$ cat src/rtl/data_path_if.sv
// Control strobes, memory data and observation outputs of the single-bus datapath.
// The control unit (or bench) holds the master side; the datapath is the slave.
interface data_path_if #(
  parameter int WIDTH = 32
);
  logic             R1in, R2in, R3in, R4in;
  logic             R1out, R2out, R3out, R4out;
  logic             PCin, PCout;
  logic             MDRin, MDRout, MD_read;
  logic [WIDTH-1:0] Mdatain;
  logic             MARin, IRin, Yin;
  logic             Zlowin, Zlowout;
  logic             IncPC;
  logic [3:0]       alu_op;
  logic [WIDTH-1:0] bus_out;
  logic [WIDTH-1:0] mar_out;
  logic [WIDTH-1:0] ir_out;

  // Strobes are level signals sampled on the rising clock edge; there is no
  // valid/ready pairing, a strobe high before the edge means "do it this cycle".
  modport master (
    output R1in, R2in, R3in, R4in, R1out, R2out, R3out, R4out,
    output PCin, PCout, MDRin, MDRout, MD_read, Mdatain,
    output MARin, IRin, Yin, Zlowin, Zlowout, IncPC, alu_op,
    input  bus_out, mar_out, ir_out
  );

  modport slave (
    input  R1in, R2in, R3in, R4in, R1out, R2out, R3out, R4out,
    input  PCin, PCout, MDRin, MDRout, MD_read, Mdatain,
    input  MARin, IRin, Yin, Zlowin, Zlowout, IncPC, alu_op,
    output bus_out, mar_out, ir_out
  );
endinterface

$ cat src/rtl/data_path.sv
// Single-bus CPU datapath: R1-R4, PC, IR, MAR, MDR, Y and Zlow around one shared bus.
// The ALU computes from A = Y and B = bus, and its result is captured in Zlow.
module data_path #(
  parameter int WIDTH = 32
) (
  input  logic        clock,
  input  logic        clear,
  data_path_if.slave  dp
);
  localparam int SHW = $clog2(WIDTH);

  logic [WIDTH-1:0] r_q [4];
  logic [WIDTH-1:0] r_d [4];
  logic [WIDTH-1:0] pc_q, pc_d;
  logic [WIDTH-1:0] ir_q, ir_d;
  logic [WIDTH-1:0] mar_q, mar_d;
  logic [WIDTH-1:0] mdr_q, mdr_d;
  logic [WIDTH-1:0] y_q, y_d;
  logic [WIDTH-1:0] zlow_q, zlow_d;

  logic [WIDTH-1:0] bus;
  logic [WIDTH-1:0] alu_res;
  logic [SHW-1:0]   shamt;
  logic [3:0]       r_in;

  assign r_in  = {dp.R4in, dp.R3in, dp.R2in, dp.R1in};
  assign shamt = bus[SHW-1:0];

  // Fixed-priority bus mux; the first matching driver wins.
  always_comb begin
    bus = '0;
    if (dp.Zlowout)     bus = zlow_q;
    else if (dp.MDRout) bus = mdr_q;
    else if (dp.PCout)  bus = pc_q;
    else if (dp.R1out)  bus = r_q[0];
    else if (dp.R2out)  bus = r_q[1];
    else if (dp.R3out)  bus = r_q[2];
    else if (dp.R4out)  bus = r_q[3];
  end

  always_comb begin
    alu_res = '0;
    case (dp.alu_op)
      4'd0:    alu_res = y_q + bus;
      4'd1:    alu_res = y_q - bus;
      4'd2:    alu_res = y_q & bus;
      4'd3:    alu_res = y_q | bus;
      4'd4:    alu_res = y_q >> shamt;
      4'd5:    alu_res = y_q << shamt;
      4'd6:    alu_res = '0 - bus;
      4'd7:    alu_res = ~bus;
      default: alu_res = '0;
    endcase
    if (dp.IncPC) alu_res = bus + WIDTH'(1);
  end

  always_comb begin
    for (int i = 0; i < 4; i++) r_d[i] = r_in[i] ? bus : r_q[i];
    pc_d   = dp.PCin   ? bus : pc_q;
    ir_d   = dp.IRin   ? bus : ir_q;
    mar_d  = dp.MARin  ? bus : mar_q;
    y_d    = dp.Yin    ? bus : y_q;
    zlow_d = dp.Zlowin ? alu_res : zlow_q;
    mdr_d  = mdr_q;
    if (dp.MDRin) mdr_d = dp.MD_read ? dp.Mdatain : bus;
  end

  always_ff @(posedge clock or negedge clear) begin
    if (!clear) begin
      for (int i = 0; i < 4; i++) r_q[i] <= '0;
      pc_q   <= '0;
      ir_q   <= '0;
      mar_q  <= '0;
      mdr_q  <= '0;
      y_q    <= '0;
      zlow_q <= '0;
    end else begin
      for (int i = 0; i < 4; i++) r_q[i] <= r_d[i];
      pc_q   <= pc_d;
      ir_q   <= ir_d;
      mar_q  <= mar_d;
      mdr_q  <= mdr_d;
      y_q    <= y_d;
      zlow_q <= zlow_d;
    end
  end

  // Observation outputs are forced to zero for the whole time clear is held low.
  assign dp.bus_out = clear ? bus : '0;
  assign dp.mar_out = mar_q;
  assign dp.ir_out  = ir_q;
endmodule

$ cat src/flat_wrapper.sv
// flat-port wrapper written by rule: the top's interface ports become plain ports
module data_path_flat 
#(
  parameter int WIDTH = 32
)
  (clock, clear, dp_R1in, dp_R2in, dp_R3in, dp_R4in, dp_R1out, dp_R2out, dp_R3out, dp_R4out, dp_PCin, dp_PCout, dp_MDRin, dp_MDRout, dp_MD_read, dp_Mdatain, dp_MARin, dp_IRin, dp_Yin, dp_Zlowin, dp_Zlowout, dp_IncPC, dp_alu_op, dp_bus_out, dp_mar_out, dp_ir_out);
  data_path_if #(.WIDTH(WIDTH)) dp_i ();
  input  logic clock;
  input  logic clear;
  input wire logic [$bits(dp_i.R1in)-1:0] dp_R1in;
  input wire logic [$bits(dp_i.R2in)-1:0] dp_R2in;
  input wire logic [$bits(dp_i.R3in)-1:0] dp_R3in;
  input wire logic [$bits(dp_i.R4in)-1:0] dp_R4in;
  input wire logic [$bits(dp_i.R1out)-1:0] dp_R1out;
  input wire logic [$bits(dp_i.R2out)-1:0] dp_R2out;
  input wire logic [$bits(dp_i.R3out)-1:0] dp_R3out;
  input wire logic [$bits(dp_i.R4out)-1:0] dp_R4out;
  input wire logic [$bits(dp_i.PCin)-1:0] dp_PCin;
  input wire logic [$bits(dp_i.PCout)-1:0] dp_PCout;
  input wire logic [$bits(dp_i.MDRin)-1:0] dp_MDRin;
  input wire logic [$bits(dp_i.MDRout)-1:0] dp_MDRout;
  input wire logic [$bits(dp_i.MD_read)-1:0] dp_MD_read;
  input wire logic [$bits(dp_i.Mdatain)-1:0] dp_Mdatain;
  input wire logic [$bits(dp_i.MARin)-1:0] dp_MARin;
  input wire logic [$bits(dp_i.IRin)-1:0] dp_IRin;
  input wire logic [$bits(dp_i.Yin)-1:0] dp_Yin;
  input wire logic [$bits(dp_i.Zlowin)-1:0] dp_Zlowin;
  input wire logic [$bits(dp_i.Zlowout)-1:0] dp_Zlowout;
  input wire logic [$bits(dp_i.IncPC)-1:0] dp_IncPC;
  input wire logic [$bits(dp_i.alu_op)-1:0] dp_alu_op;
  output wire logic [$bits(dp_i.bus_out)-1:0] dp_bus_out;
  output wire logic [$bits(dp_i.mar_out)-1:0] dp_mar_out;
  output wire logic [$bits(dp_i.ir_out)-1:0] dp_ir_out;
  assign dp_i.R1in = dp_R1in;
  assign dp_i.R2in = dp_R2in;
  assign dp_i.R3in = dp_R3in;
  assign dp_i.R4in = dp_R4in;
  assign dp_i.R1out = dp_R1out;
  assign dp_i.R2out = dp_R2out;
  assign dp_i.R3out = dp_R3out;
  assign dp_i.R4out = dp_R4out;
  assign dp_i.PCin = dp_PCin;
  assign dp_i.PCout = dp_PCout;
  assign dp_i.MDRin = dp_MDRin;
  assign dp_i.MDRout = dp_MDRout;
  assign dp_i.MD_read = dp_MD_read;
  assign dp_i.Mdatain = dp_Mdatain;
  assign dp_i.MARin = dp_MARin;
  assign dp_i.IRin = dp_IRin;
  assign dp_i.Yin = dp_Yin;
  assign dp_i.Zlowin = dp_Zlowin;
  assign dp_i.Zlowout = dp_Zlowout;
  assign dp_i.IncPC = dp_IncPC;
  assign dp_i.alu_op = dp_alu_op;
  assign dp_bus_out = dp_i.bus_out;
  assign dp_mar_out = dp_i.mar_out;
  assign dp_ir_out = dp_i.ir_out;
  data_path #(.WIDTH(WIDTH)) u_core (.clock(clock), .clear(clear), .dp(dp_i));
endmodule
$ cat config.mk
export PLATFORM = sky130hd
export DESIGN_NAME = data_path_flat
export DESIGN_NICKNAME = d
export VERILOG_FILES = /design/src/rtl/data_path_if.sv /design/src/rtl/data_path.sv /design/src/flat_wrapper.sv
export SDC_FILE = /design/constraint.sdc
export NUM_CORES = 1
export LEC_CHECK = 0
export BUFFER_PORTS_ARGS = -buffer_cell sky130_fd_sc_hd__buf_4
export CAP_MARGIN = 40
export CORE_MARGIN = 4
export CORE_UTILIZATION = 23
export CTS_BUF_LIST = sky130_fd_sc_hd__clkbuf_4 sky130_fd_sc_hd__clkbuf_8 sky130_fd_sc_hd__clkbuf_16
export DETAILED_ROUTE_END_ITERATION = 16
export GPL_ROUTABILITY_DRIVEN = 1
export PLACE_DENSITY = 0.37
export SLEW_MARGIN = 5
export SYNTH_ARGS = -nofsm -noshare
export SYNTH_HDL_FRONTEND = slang
export SYNTH_SLANG_ARGS = --single-unit
$ cat constraint.sdc
create_clock -name clock -period 8.65 [get_ports clock]
set_input_delay 0.865 -clock clock [delete_from_list [all_inputs] [get_ports clock]]
set_output_delay 0.865 -clock clock [all_outputs]
set_load 0.05 [all_outputs]
Word level (Yosys, flattened, before mapping)
Index checks and enable logic that the tools add are counted. W data, S select, Z words.

Flip-flop bits (word level): 320. Input bits: 57. Logic and storage cells: 38.

$add $sub $neg: 4. Equal/unequal tests: 7. Shift operators: 2. Muxes and demuxes: 11. Bitwise operators: 3. Reduce and logical (&&, ||, !) cells: 1.

Operators by type and width (count): $mux W32 (10); $pmux W32 S8 (1); $add A32 B1 Y32 const B (1); $add A32 B32 Y32 (1); $and A32 B32 Y32 (1); $not A32 Y32 (1); $or A32 B32 Y32 (1); $shl A32 B5 Y32 (1); $shr A32 B5 Y32 (1); $sub A1 B32 Y32 const A (1); $sub A32 B32 Y32 (1); $eq A4 B3 Y1 const B (4); $eq A4 B2 Y1 const B (2); $eq A4 B1 Y1 const B (1); $logic_not A4 Y1 (1).

Depth between registers and ports, before layout
Depth in word-level cells: 10. Gate-level depth with buffers: 22. Depth with buffers taken out: 18.

Worst setup path after synthesis
No wires, ideal clock.

Kind: input-to-reg. Start: input port dp_R3out. End: register u_core.zlow_q[28]. Data arrival time: 5377 ps. Setup slack: 3126 ps. Stages on the path: 21. Buffers on the path: 4. Path through: and2b_1 -> buf_4 -> a221o_1 -> a221o_1 -> nand2_1 -> inv_1 -> buf_2 -> clkbuf_1 -> clkbuf_1 -> ha_1 -> fa_1 -> nand2b_1 -> a211o_1 -> a31o_2 -> a21oi_1 -> or4_1 -> a31oi_1 -> o31ai_1 -> nor3_1 -> o41ai_1 -> o221ai_1.

Word-level cells in the longest chain between the ends: 9. Elaborated cells on any way between the ends: 17.

RTL lines: from (decl) (RTL line flat_wrapper.sv:16) `input wire logic [$bits(dp_i.R3out)-1:0] dp_R3out;`; $mux W32 * (RTL line data_path.sv:37) `else if (dp.R3out) bus = r_q[2];`; $mux W32 * (RTL line data_path.sv:36) `else if (dp.R2out) bus = r_q[1];`; $mux W32 * (RTL line data_path.sv:35) `else if (dp.R1out) bus = r_q[0];`; $mux W32 * (RTL line data_path.sv:34) `else if (dp.PCout) bus = pc_q;`; $mux W32 * (RTL line data_path.sv:33) `else if (dp.MDRout) bus = mdr_q;`; $mux W32 * (RTL line data_path.sv:32) `if (dp.Zlowout) bus = zlow_q;`; named net u_core.bus[0] (RTL line data_path.sv:21) `logic [WIDTH-1:0] bus;`; $sub A1 B32 Y32, or another cell as far along (RTL line data_path.sv:50) `4'd6: alu_res = '0 - bus;`; $pmux W32 S8 (RTL line data_path.sv:43) `case (dp.alu_op)`; $mux W32 * (RTL line data_path.sv:54) `if (dp.IncPC) alu_res = bus + WIDTH'(1);`; to (signal assigned) (RTL line data_path.sv:84) `zlow_q <= zlow_d;`; to (decl) (RTL line data_path.sv:19) `logic [WIDTH-1:0] zlow_q, zlow_d;`.

The timed path passes the listed nets; every way through them passes the cells marked *. A chain may end at the register's enable or synchronous reset.

Worst setup path after layout
Start: input port dp_R3out. End: register u_core.zlow_q[19].

Word-level cells in the longest chain between the ends: 9. Elaborated cells on any way between the ends: 17.

RTL lines (RTL line): $mux W32 * (data_path.sv:37); $mux W32 * (data_path.sv:36); $mux W32 * (data_path.sv:35); $mux W32 * (data_path.sv:34); $mux W32 * (data_path.sv:33); $mux W32 * (data_path.sv:32); $sub A1 B32 Y32, or another cell as far along (data_path.sv:50); $pmux W32 S8 (data_path.sv:43); $mux W32 * (data_path.sv:54).

Mark *: on every way between the ends. The rest lies on a longest branch, timed or not.

==> summary.md <==
| Metric | Value |
|---|---|
| Net Count, Synth | 3,036 |
| Cell area after synthesis | 23,700 sq um |
| Commonest cells after routing, fill and taps aside | a21oi_1 (329), nor2_1 (321), dfrtp_1 (320) |
| First element of the critical path | dp_R3out |
| Number of buffers added to fix hold violations after cts | 0 |
| Net count, final | 3,091 |
| Outcome | completed |
| Clock tree sinks | 320 |
| Maximum number of pins on one net before global-route repair | 96 |
| Share of async-settable or async-resettable flops after synthesis | 100% |
| Top FF cell, synth | dfrtp_1 |
| Remaining number of nets flagged by the antenna check after routing | 0 |
| Routed wire per std cell | 29.3 um |
| Antenna violations before repair | 4 |
| Tightest Hold Check Type | input pin to asynchronous set/reset pin |
| Max transition margin | 28.5% |
| Starting utilization of the core area | 23.2% |
| Final routed wirelength across all metal layers | 127,000 um |
| Highest ir drop seen on vdd | 0.137 mV |
| Worst EP required | 9.07 ns |
| Minimum clock period after layout | 6.34 ns |
| Later-pin clock latency in the skew report | 0.59 ns |
| Most common cell after layout, fill and taps aside | a21oi_1 |
| Final-layout setup total negative slack | 0 ns |
| Number of cells produced by synthesis | 2,879 |
| Kind of start point of the critical path | input pin |
| Number of buffers created by CTS | 42 |
| Synth Register Bits | 320 |
| Highest Clock Rate | 158 MHz |
| Number of slew-limit violations in the final report | 0 |
| Area growth from synthesis to layout | 17.7% |
| CTS H-Tree Depth | 2 |
| Root buffer cell | clkbuf_16 |
| Actual transition at the worst max-transition pin | 1.07 ns |
| Standby leakage power | 0.0116 uW |
| Number of cells in the finished layout apart from fillers | 4,331 |
| Weighted congestion reported at the end of routability-driven placement | 0.964 |
| Width of the die | 329 um |
| Clock buffer depth | 3 |
| Core Region | 102,000 sq um |
| Mean instance size in the synthesized netlist | 8.24 sq um |
| Maximum clock skew at final layout | 0.0229 ns |
| Final setup fails | 0 |
| Max Cap Violations | 0 |
| Number of vias in the routed layout | 24,100 |
| Iteration-0 DRC count of the detailed router | 2,636 |
| Total setup buffers inserted after CTS | 0 |
| Placed wire-length estimate | 92,400 um |
| Worst reg2reg startpoint | u_core.r_q[36] |
| WP data arrival | 6.76 ns |
| Setup repair after global routing missed its margin | no |
| Global-route usage over all layers | 22.8% |
| Worst Path Class, Setup | input pin to flop |
| Die Height | 329 um |
| Number of flops mapped to enable cells by yosys | 0 |
| Final worst path period share | 73.3% |
| Number of port buffers | 152 |
| Ratio of total power to cell area | 249 nW/um^2 |
| Die area | 108,000 sq um |
| Via density per instance | 5.57 |
| Number of placed cells counting well taps | 4,258 |
| Post-CTS resize count | 0 |
| Number of synthesis warnings | 0 |
| Distinct cell type count of the synthesized netlist | 91 |
| Clk pin slew, worst setup/hold paths | 0.06 ns |
| Grt ovf | 0 |
| Critical path fanouts, max | 16 |
| Share of cells above drive strength 1 | 17.0% |
| CP endpoint kind | flop |
| Drc violations | 0 |
| Total number of placement rows | 117 |
| Vias in the first global route | 23,800 |
| Global-route wire length before repair | 181,000 um |
| Sequential-to-total area share from yosys stat | 33.8% |
| Number of detailed-route iterations in the first pass | 6 |
| Top-level I/O count | 153 |
| Final hold vios | 0 |
| TritonCTS clock tree | done |
[sequential cells by signal, indices dropped and copies added (netlist names)]
register / cells
u_core.mdr_q: 32
u_core.zlow_q: 32
u_core.pc_q: 32
u_core.dp.mar_out: 32
u_core.r_q: 128
u_core.dp.ir_out: 32
u_core.y_q: 32
[kinds of logic after synthesis]
logic type / share of synthesized area [%]
fa+ha+maj: 5.34
xor+xnor: 2.33
compound gates: 27.3
flops: 33.8
simple gates: 17.8
buf+inv: 5.77
mux: 7.73
[per-layer routing]
metal,share of wire (%),track usage [%]
met5,0.021,0
met4,3.1,6.61
met3,7.0,3.66
met2,45,36.1
met1,45,32.0
[worst max-delay path, stage by stage]
cell       delay [ns]
buf_4            0.19
and2b_1          0.58
a221oi_1         0.15
o311ai_0         0.60
nand2_1          0.63
ha_1             0.61
o2111ai_1        0.14
a21oi_1          0.10
o31ai_1          0.74
a21boi_0         0.33
o31ai_1          0.57
a21oi_1          0.19
nor3_1           0.19
nor3_1           0.08
o41ai_1          0.59
o211ai_1         0.17
[power by group]
part	total [uW]	switching [uW]	leakage [uW]	internal (uW)
Clock	1740	747	0.000673	990
Sequential	2000	237	0.00381	1760
Combinational	3220	2200	0.00715	1020
[metrics by stage]
step	cell area, sq um	util, %	worst slack, ns	power (uW)	hold slack (ns)
floorplan	23700	-	3.13	3910	0.474
global placement	26500	26.0	2.14	5190	0.489
detailed placement	26600	26.0	1.94	5180	0.496
CTS	27900	27.4	2.56	6960	0.342
global route	27900	27.4	1.91	7290	0.379
finish	27900	27.4	2.31	6960	0.327
[cell type report]
type	instances	area [sq um]
sequential	320	8010
antenna	2	5.00
clock inverter	13	111
tap	1368	1710
clock buffer	58	1220
timing repair buffer	248	1910
inverter	107	402
multi-input combinational	2215	14500
fill	11100	74100
[final timing paths]
check | slack [ns] | end | depth (start not counted)
worst max-delay path | 2.31 | u_core.zlow_q[19] | 16
worst min-delay path | 0.33 | u_core.mdr_q[23] | 1
worst max register to register | 3.01 | u_core.zlow_q[19] | 15
worst min register to register | 0.51 | u_core.r_q[28] | 1
max in group asynchronous | 6.24 | u_core.dp.ir_out[5] | 3
min in group clock | 0.51 | u_core.r_q[28] | 1
[synth_stat cells (all sizes together) (14+ instances only)]
master / n / area, sq um
and3: 22 / 138
xnor2: 44 / 385
a31oi: 30 / 188
a311oi: 15 / 131
a221o: 26 / 260
and2: 26 / 163
buf: 62 / 310
o211ai: 29 / 218
o21a: 20 / 150
or3: 14 / 87.6
a221oi: 50 / 463
nand3b: 21 / 158
o21ai: 172 / 861
nor2: 325 / 1230
inv: 106 / 398
dfrtp: 320 / 8010
nor2b: 45 / 282
nand2: 224 / 843
o22ai: 24 / 150
nand3: 68 / 340
a211oi: 54 / 415
mux2: 111 / 1250
nor3: 73 / 397
nand2b: 21 / 131
a21o: 36 / 270
nand4: 18 / 113
xor2: 19 / 166
a22oi: 21 / 163
o31ai: 28 / 210
mux2i: 56 / 561
a21oi: 331 / 1660
ha: 98 / 1230
o221ai: 25 / 225
clkbuf: 175 / 657
(Power assumes the default switching activity.)
